[src/rtl/muldiv_pkg.sv]
// Shared definitions for the iterative RV64M multiply/divide unit.
// The op encodings follow funct3 so the decoder can pass it straight through.
package muldiv_pkg;
   localparam int XLEN = 64;

   localparam logic [2:0] OP_MUL    = 3'b000;
   localparam logic [2:0] OP_MULH   = 3'b001;
   localparam logic [2:0] OP_MULHSU = 3'b010;
   localparam logic [2:0] OP_MULHU  = 3'b011;
   localparam logic [2:0] OP_DIV    = 3'b100;
   localparam logic [2:0] OP_DIVU   = 3'b101;
   localparam logic [2:0] OP_REM    = 3'b110;
   localparam logic [2:0] OP_REMU   = 3'b111;

   typedef enum logic [1:0] {IDLE, CALC, FIX, DONE} muldiv_state_t;
endpackage

[src/rtl/muldiv_unit.sv]
// Iterative 64-bit multiply/divide. One op in flight, fixed 66-cycle latency.
// Multiply (shift-add) and restoring divide share one 128-bit shift register:
// the upper half is accumulator/remainder, the lower half multiplier/quotient.
// Operands are converted to magnitudes on accept; signs are reapplied in FIX.
module muldiv_unit
   import muldiv_pkg::*;
(
   input  logic            clk,
   input  logic            reset,
   input  logic            start,
   input  logic [2:0]      op,
   input  logic [XLEN-1:0] operand_a,
   input  logic [XLEN-1:0] operand_b,
   input  logic [4:0]      rd_in,
   output logic            busy,
   output logic            done,
   output logic [XLEN-1:0] result,
   output logic [4:0]      rd_out
);

   muldiv_state_t     state_q, state_d;
   logic [5:0]        cnt_q, cnt_d;
   logic [2:0]        op_q, op_d;
   logic [4:0]        rd_q, rd_d;
   logic              neg_a_q, neg_a_d;
   logic              neg_b_q, neg_b_d;
   logic [XLEN-1:0]   a_orig_q, a_orig_d;
   logic [XLEN-1:0]   b_abs_q, b_abs_d;
   logic [2*XLEN-1:0] sr_q, sr_d;
   logic [XLEN-1:0]   result_q, result_d;
   logic [4:0]        rd_out_q, rd_out_d;

   logic              a_signed, b_signed;
   logic [XLEN:0]     add_sum, rem_sh, sub_diff;
   logic [2*XLEN-1:0] mul_step, div_step, prod;
   logic [XLEN-1:0]   quo, rem, fix_res;

   assign a_signed = (op == OP_MULH) || (op == OP_MULHSU) || (op == OP_DIV) || (op == OP_REM);
   assign b_signed = (op == OP_MULH) || (op == OP_DIV) || (op == OP_REM);

   // One iteration of each algorithm; the FSM picks which one to commit.
   always_comb begin
      add_sum  = {1'b0, sr_q[2*XLEN-1:XLEN]} + (sr_q[0] ? {1'b0, b_abs_q} : {(XLEN+1){1'b0}});
      mul_step = {add_sum, sr_q[XLEN-1:1]};
      rem_sh   = {sr_q[2*XLEN-1:XLEN], sr_q[XLEN-1]};
      sub_diff = rem_sh - {1'b0, b_abs_q};
      if (sub_diff[XLEN])
         div_step = {rem_sh[XLEN-1:0], sr_q[XLEN-2:0], 1'b0};
      else
         div_step = {sub_diff[XLEN-1:0], sr_q[XLEN-2:0], 1'b1};
   end

   // Sign correction and output select; divide-by-zero overrides the datapath.
   always_comb begin
      prod = (neg_a_q ^ neg_b_q) ? -sr_q : sr_q;
      quo  = (neg_a_q ^ neg_b_q) ? -sr_q[XLEN-1:0] : sr_q[XLEN-1:0];
      rem  = neg_a_q ? -sr_q[2*XLEN-1:XLEN] : sr_q[2*XLEN-1:XLEN];
      case (op_q)
         OP_MUL:                       fix_res = prod[XLEN-1:0];
         OP_MULH, OP_MULHSU, OP_MULHU: fix_res = prod[2*XLEN-1:XLEN];
         OP_DIV, OP_DIVU:              fix_res = (b_abs_q == '0) ? '1 : quo;
         default:                      fix_res = (b_abs_q == '0) ? a_orig_q : rem;
      endcase
   end

   // Next-state and datapath updates for IDLE -> CALC -> FIX -> DONE.
   always_comb begin
      state_d  = state_q;
      cnt_d    = cnt_q;
      op_d     = op_q;
      rd_d     = rd_q;
      neg_a_d  = neg_a_q;
      neg_b_d  = neg_b_q;
      a_orig_d = a_orig_q;
      b_abs_d  = b_abs_q;
      sr_d     = sr_q;
      result_d = result_q;
      rd_out_d = rd_out_q;
      case (state_q)
         IDLE: begin
            if (start) begin
               op_d     = op;
               rd_d     = rd_in;
               neg_a_d  = a_signed & operand_a[XLEN-1];
               neg_b_d  = b_signed & operand_b[XLEN-1];
               a_orig_d = operand_a;
               b_abs_d  = (b_signed & operand_b[XLEN-1]) ? -operand_b : operand_b;
               sr_d     = {{XLEN{1'b0}}, (a_signed & operand_a[XLEN-1]) ? -operand_a : operand_a};
               cnt_d    = '0;
               state_d  = CALC;
            end
         end
         CALC: begin
            sr_d  = op_q[2] ? div_step : mul_step;
            cnt_d = cnt_q + 6'd1;
            if (cnt_q == 6'd63) state_d = FIX;
         end
         FIX: begin
            result_d = fix_res;
            rd_out_d = rd_q;
            state_d  = DONE;
         end
         default: state_d = IDLE;
      endcase
   end

   // State register with synchronous reset.
   always_ff @(posedge clk) begin
      if (reset) begin
         state_q  <= IDLE;
         cnt_q    <= '0;
         op_q     <= '0;
         rd_q     <= '0;
         neg_a_q  <= 1'b0;
         neg_b_q  <= 1'b0;
         a_orig_q <= '0;
         b_abs_q  <= '0;
         sr_q     <= '0;
         result_q <= '0;
         rd_out_q <= '0;
      end else begin
         state_q  <= state_d;
         cnt_q    <= cnt_d;
         op_q     <= op_d;
         rd_q     <= rd_d;
         neg_a_q  <= neg_a_d;
         neg_b_q  <= neg_b_d;
         a_orig_q <= a_orig_d;
         b_abs_q  <= b_abs_d;
         sr_q     <= sr_d;
         result_q <= result_d;
         rd_out_q <= rd_out_d;
      end
   end

   assign busy   = (state_q != IDLE);
   assign done   = (state_q == DONE);
   assign result = result_q;
   assign rd_out = rd_out_q;

endmodule

[config.mk]
export PLATFORM = sky130hd
export DESIGN_NAME = muldiv_unit
export DESIGN_NICKNAME = d
export VERILOG_FILES = /design/src/rtl/muldiv_pkg.sv /design/src/rtl/muldiv_unit.sv
export SDC_FILE = /design/constraint.sdc
export NUM_CORES = 2
export LEC_CHECK = 0
export BUFFER_PORTS_ARGS = -buffer_cell sky130_fd_sc_hd__buf_4
export CAP_MARGIN = 20
export CORE_UTILIZATION = 30
export CTS_CLUSTER_DIAMETER = 120
export DETAILED_ROUTE_END_ITERATION = 10
export GPL_TIMING_DRIVEN = 0
export SKIP_LAST_GASP = 1
export SYNTH_ARGS = -nofsm -noshare
export SYNTH_HDL_FRONTEND = slang
export SYNTH_SLANG_ARGS = --single-unit
[constraint.sdc]
create_clock -name clk -period 11.7 [get_ports clk]
set_clock_uncertainty 0.05 [all_clocks]
set_input_delay 0.585 -clock clk [delete_from_list [all_inputs] [get_ports clk]]
set_output_delay 0.585 -clock clk [all_outputs]
set_load 0.01 [all_outputs]
==> impl_metrics.csv <==
group,metric,value,unit
timing,rsz0062_at_grt,"no",
synth,post_synth_fa_ha_maj_area_fraction,0.0584,
cells_and_area,layout.filler_cells,10800,
critical_path,worst_reg2reg_path_endpoint,"result[54]$_SDFFE_PP0P_",
synth,mappedNetlistArea,30000,sq um
placement,place_congestion,1.06,
timing,clock.fmax,0.173,GHz
floorplan,ioPinCount,210,
floorplan,die_area,101000,sq um
placement,dpl_cell_area,33300,sq um
critical_path,startpoint_class,"flop",
cts,clk_latency,0.60,ns
synth,yosysUniqueCellTypes,88,
grt,vias_in_the_first_global_route,32100,
synth,synthSimpleGateAreaFrac,0.221,
floorplan,die_height,318,um
timing,setup-tns-final,0,ns
run,cap_viol_max_count,0,
cells_and_area,drive_gt1_frac,0.0799,
timing,period_needed,5.78,ns
cts,tritoncts,"yes",
route,avgViaCountPerCell,5.98,
grt,total_routing_usage_gr,0.296,
floorplan,initial_core_util,0.304,
grt,antenna_violations_before_repair,4,
critical_path,r2r_cells,13,
synth,yosysSeqAreaShare,0.229,
route,drt_drc_violations_left,0,
floorplan,core_area,98700,sq um
placement,dp_hpwl,129,mm
synth,synthXorXnorAreaFrac,0.123,
synth,count_of_mapped_cells_out_of_synthesis,4248,
critical_path,worst-path-max-fanout,10,
placement,dp_slack,6.03,ns
placement,portBuffers,208,
cts,path_clk_slew,0.06,ns
grt,grt_first_pass_wirelength,223,mm
timing,setup_viol_count_final,0,
timing,tightestPinTransition,1.26,ns
cts,numCtsBuffers,43,
cts,cts_resized,0,
critical_path,arrival_time_reported_for_the_critical_path_endpoint,6.17,ns
floorplan,die_width,318,um
synth,synth-warning-count,0,
power_and_ir_drop,power.static_leakage,0.0136,uW
synth,synthesis.area_per_instance,7.07,sq um
status,run_status,"finished clean",
route,wirelength,157,mm
cells_and_area,nNetsFinal,4790,
min_path,worst_hold_check_path_type,"in2reg",
cts,cts_max_level,2,
min_path,hp-start,"rd_in[0]",
route,first_pass_iters,6,
route,route.vias.total,34900,
critical_path,timing.setup.critical_path_class,"reg2reg",
cells_and_area,syn2layout_area_growth,16.0,%
power_and_ir_drop,max-vdd-ir-drop,120,uV
critical_path,regToRegStartpoint,"sr_q[0]$_SDFFE_PP0P_",
synth,synth_edf_count,0,
route,antenna_left,0,
synth,synth_seq_cells,343,
cells_and_area,final_common_cell,"sky130_fd_sc_hd__nand2_1",
min_path,hold-path-cell-count,3,
synth,synth.net_count,4526,
timing,worst_rel_slew_slack,0.158,
critical_path,critical_path_required,12.09,ns
min_path,min_to,"rd_q[0]$_SDFFE_PP0P_",
synth,yosys-mux-area-fraction,0.0361,
cells_and_area,layout.cells.most_common_list,"sky130_fd_sc_hd__nand2_1, sky130_fd_sc_hd__a21oi_1, sky130_fd_sc_hd__nor2_1",
route,drtIter0Drc,4478,
cts,clock_tree.buffer_depth,3,
timing,layout_setup_ws,5.92,ns
synth,synth-async-reset-ratio,0,
synth,flip_flop_cell_with_the_highest_count_after_synthesis,"sky130_fd_sc_hd__dfxtp_1",
synth,synth_top_family_by_area,"compound AO/OA/AOI/OAI gates",
timing,final.period_utilization,0.494,
power_and_ir_drop,cellPowerDensity,209,nW/um^2
critical_path,setup.reg_to_reg.worst_slack,5.92,ns
floorplan,placement_rows,115,
timing,slew_violations,0,
timing,report.final.hold_viol_count,0,
cts,cts_hold_buf,0,
grt,global_route.overflow_total,0,
cts,cts.root.buffer_cell,"sky130_fd_sc_hd__clkbuf_16",
synth,synth_compound_gate_area_share,0.276,
grt,grt_start_max_net_pins,14,
cts,post_cts.repair.setup_buffers,0,
cts,cts.sinks,343,
critical_path,critical_path.endpoint_type,"flop",
route,average_wire_length_per_cell_after_detail_routing,26.9,um
power_and_ir_drop,total_power,7270,uW
cells_and_area,post-route-cell-area,34800,sq um
## sequential cells by signal, indices dropped and copies added (netlist names)
name,count
neg_a_q,1
cnt_q,6
op_q,3
sr_q,128
result,64
neg_b_q,1
rd_q,5
state_q,2
a_orig_q,64
b_abs_q,64
rd_out,5
## stage by stage
step | hold WS, ns | std cells | utilization
after global placement | 0.394 | 5743 | 0.336
final | 0.191 | 5835 | 0.353
after global routing | 0.196 | 5833 | 0.353
after floorplan | 0.383 | 4248 | -
after detailed placement | 0.397 | 5750 | 0.337
after CTS | 0.173 | 5829 | 0.352
## worst max path at each step
stage / startpoint / end / slack (ns) / cells after the start
2_1_floorplan: sr_q[0]$_SDFFE_PP0P_ / sr_q[115]$_SDFFE_PP0P_ / 7.70 / 16
3_3_place_gp: sr_q[0]$_SDFFE_PP0P_ / result[56]$_SDFFE_PP0P_ / 5.51 / 12
3_5_place_dp: sr_q[0]$_SDFFE_PP0P_ / result[38]$_SDFFE_PP0P_ / 6.03 / 13
4_1_cts: sr_q[0]$_SDFFE_PP0P_ / result[38]$_SDFFE_PP0P_ / 6.00 / 13
5_1_grt: sr_q[0]$_SDFFE_PP0P_ / result[54]$_SDFFE_PP0P_ / 5.86 / 13
6_report: sr_q[0]$_SDFFE_PP0P_ / result[54]$_SDFFE_PP0P_ / 5.92 / 13
## routing by layer
metal,global-route usage,vias to the layer above,wire length (um)
met3,0.0700,374,16600
met1,0.400,16800,67200
met5,0,-,0
met4,0.127,0,7750
met2,0.445,1971,65600
li1,-,15700,-
## synthesized netlist by cell type (7+ instances only)
master                     count  area (sq um)
sky130_fd_sc_hd__nand2_1     535          2010
sky130_fd_sc_hd__a21oi_1     467          2340
sky130_fd_sc_hd__nor2_1      445          1670
sky130_fd_sc_hd__dfxtp_1     343          6870
sky130_fd_sc_hd__o21ai_0     293          1470
sky130_fd_sc_hd__clkbuf_1    283          1060
sky130_fd_sc_hd__xor2_1      228          2000
sky130_fd_sc_hd__xnor2_1     194          1700
sky130_fd_sc_hd__ha_1        137          1710
sky130_fd_sc_hd__nor3_1      125           626
sky130_fd_sc_hd__inv_1       121           454
sky130_fd_sc_hd__a211oi_1    107           803
sky130_fd_sc_hd__mux2i_1     105          1050
sky130_fd_sc_hd__o211ai_1     74           556
sky130_fd_sc_hd__a21o_1       66           495
sky130_fd_sc_hd__nand3_1      52           260
sky130_fd_sc_hd__or3_1        52           325
sky130_fd_sc_hd__nor4_1       50           313
sky130_fd_sc_hd__o31ai_1      47           353
sky130_fd_sc_hd__nand2b_1     42           263
sky130_fd_sc_hd__nand4_1      42           263
sky130_fd_sc_hd__a22oi_1      35           263
sky130_fd_sc_hd__a31oi_1      33           206
sky130_fd_sc_hd__o221ai_1     31           272
sky130_fd_sc_hd__a221oi_1     29           254
sky130_fd_sc_hd__buf_1        23          86.3
sky130_fd_sc_hd__o21bai_1     23           173
sky130_fd_sc_hd__o41ai_1      20           175
sky130_fd_sc_hd__and2_1       19           119
sky130_fd_sc_hd__or2_2        19           119
sky130_fd_sc_hd__or4_1        16           120
sky130_fd_sc_hd__o21a_1       14           105
sky130_fd_sc_hd__buf_2        13          65.1
sky130_fd_sc_hd__and3_1       12          75.1
sky130_fd_sc_hd__nor2b_1      11          68.8
sky130_fd_sc_hd__a311oi_1     10          87.6
sky130_fd_sc_hd__nand3b_1     10          75.1
sky130_fd_sc_hd__a221o_1       9          90.1
sky130_fd_sc_hd__o22ai_1       8          50.1
sky130_fd_sc_hd__a41oi_1       7          61.3
## where the power goes
group / total [uW] / switching, uW / internal (uW)
logic: 4030 / 2780 / 1250
registers: 1800 / 346 / 1450
clock network: 1440 / 605 / 840
total: 7270 / 3730 / 3540
## worst max-delay path, cell delays in order, from the launching register on
cell and delay (ns):
sky130_fd_sc_hd__dfxtp_1 0.44, sky130_fd_sc_hd__inv_2 0.38, sky130_fd_sc_hd__buf_1 0.49, sky130_fd_sc_hd__ha_1 0.35
sky130_fd_sc_hd__nand4b_1 0.23, sky130_fd_sc_hd__nor2_1 0.52, sky130_fd_sc_hd__nand3_1 0.35, sky130_fd_sc_hd__nor4_1 0.87
sky130_fd_sc_hd__a21oi_1 0.25, sky130_fd_sc_hd__nor2_2 0.33, sky130_fd_sc_hd__o21ai_0 0.17, sky130_fd_sc_hd__xor2_1 0.22
sky130_fd_sc_hd__a221oi_1 0.89, sky130_fd_sc_hd__nor3_1 0.09
## area by class of cell
type | instances | area, sq um | share of cell area
Antenna cell | 2 | 5.00 | 0.000144
Buffer | 322 | 1240 | 0.0356
Clock buffer | 55 | 1190 | 0.0342
Clock inverter | 24 | 297 | 0.00851
Inverter | 124 | 465 | 0.0134
Multi-Input combinational cell | 3459 | 21500 | 0.616
Sequential cell | 343 | 6870 | 0.197
Tap cell | 1287 | 1610 | 0.0462
Timing Repair Buffer | 219 | 1700 | 0.0487
## logic make-up after synthesis
logic type | count (synthesis)
AO/OA/AOI/OAI | 1329
XOR/XNOR | 422
adder cells (fa/ha/maj) | 139
buffers and inverters | 446
flip-flops | 343
multiplexers | 108
AND/OR/NAND/NOR | 1461
No activity file was read; power rests on OpenSTA's default activity.
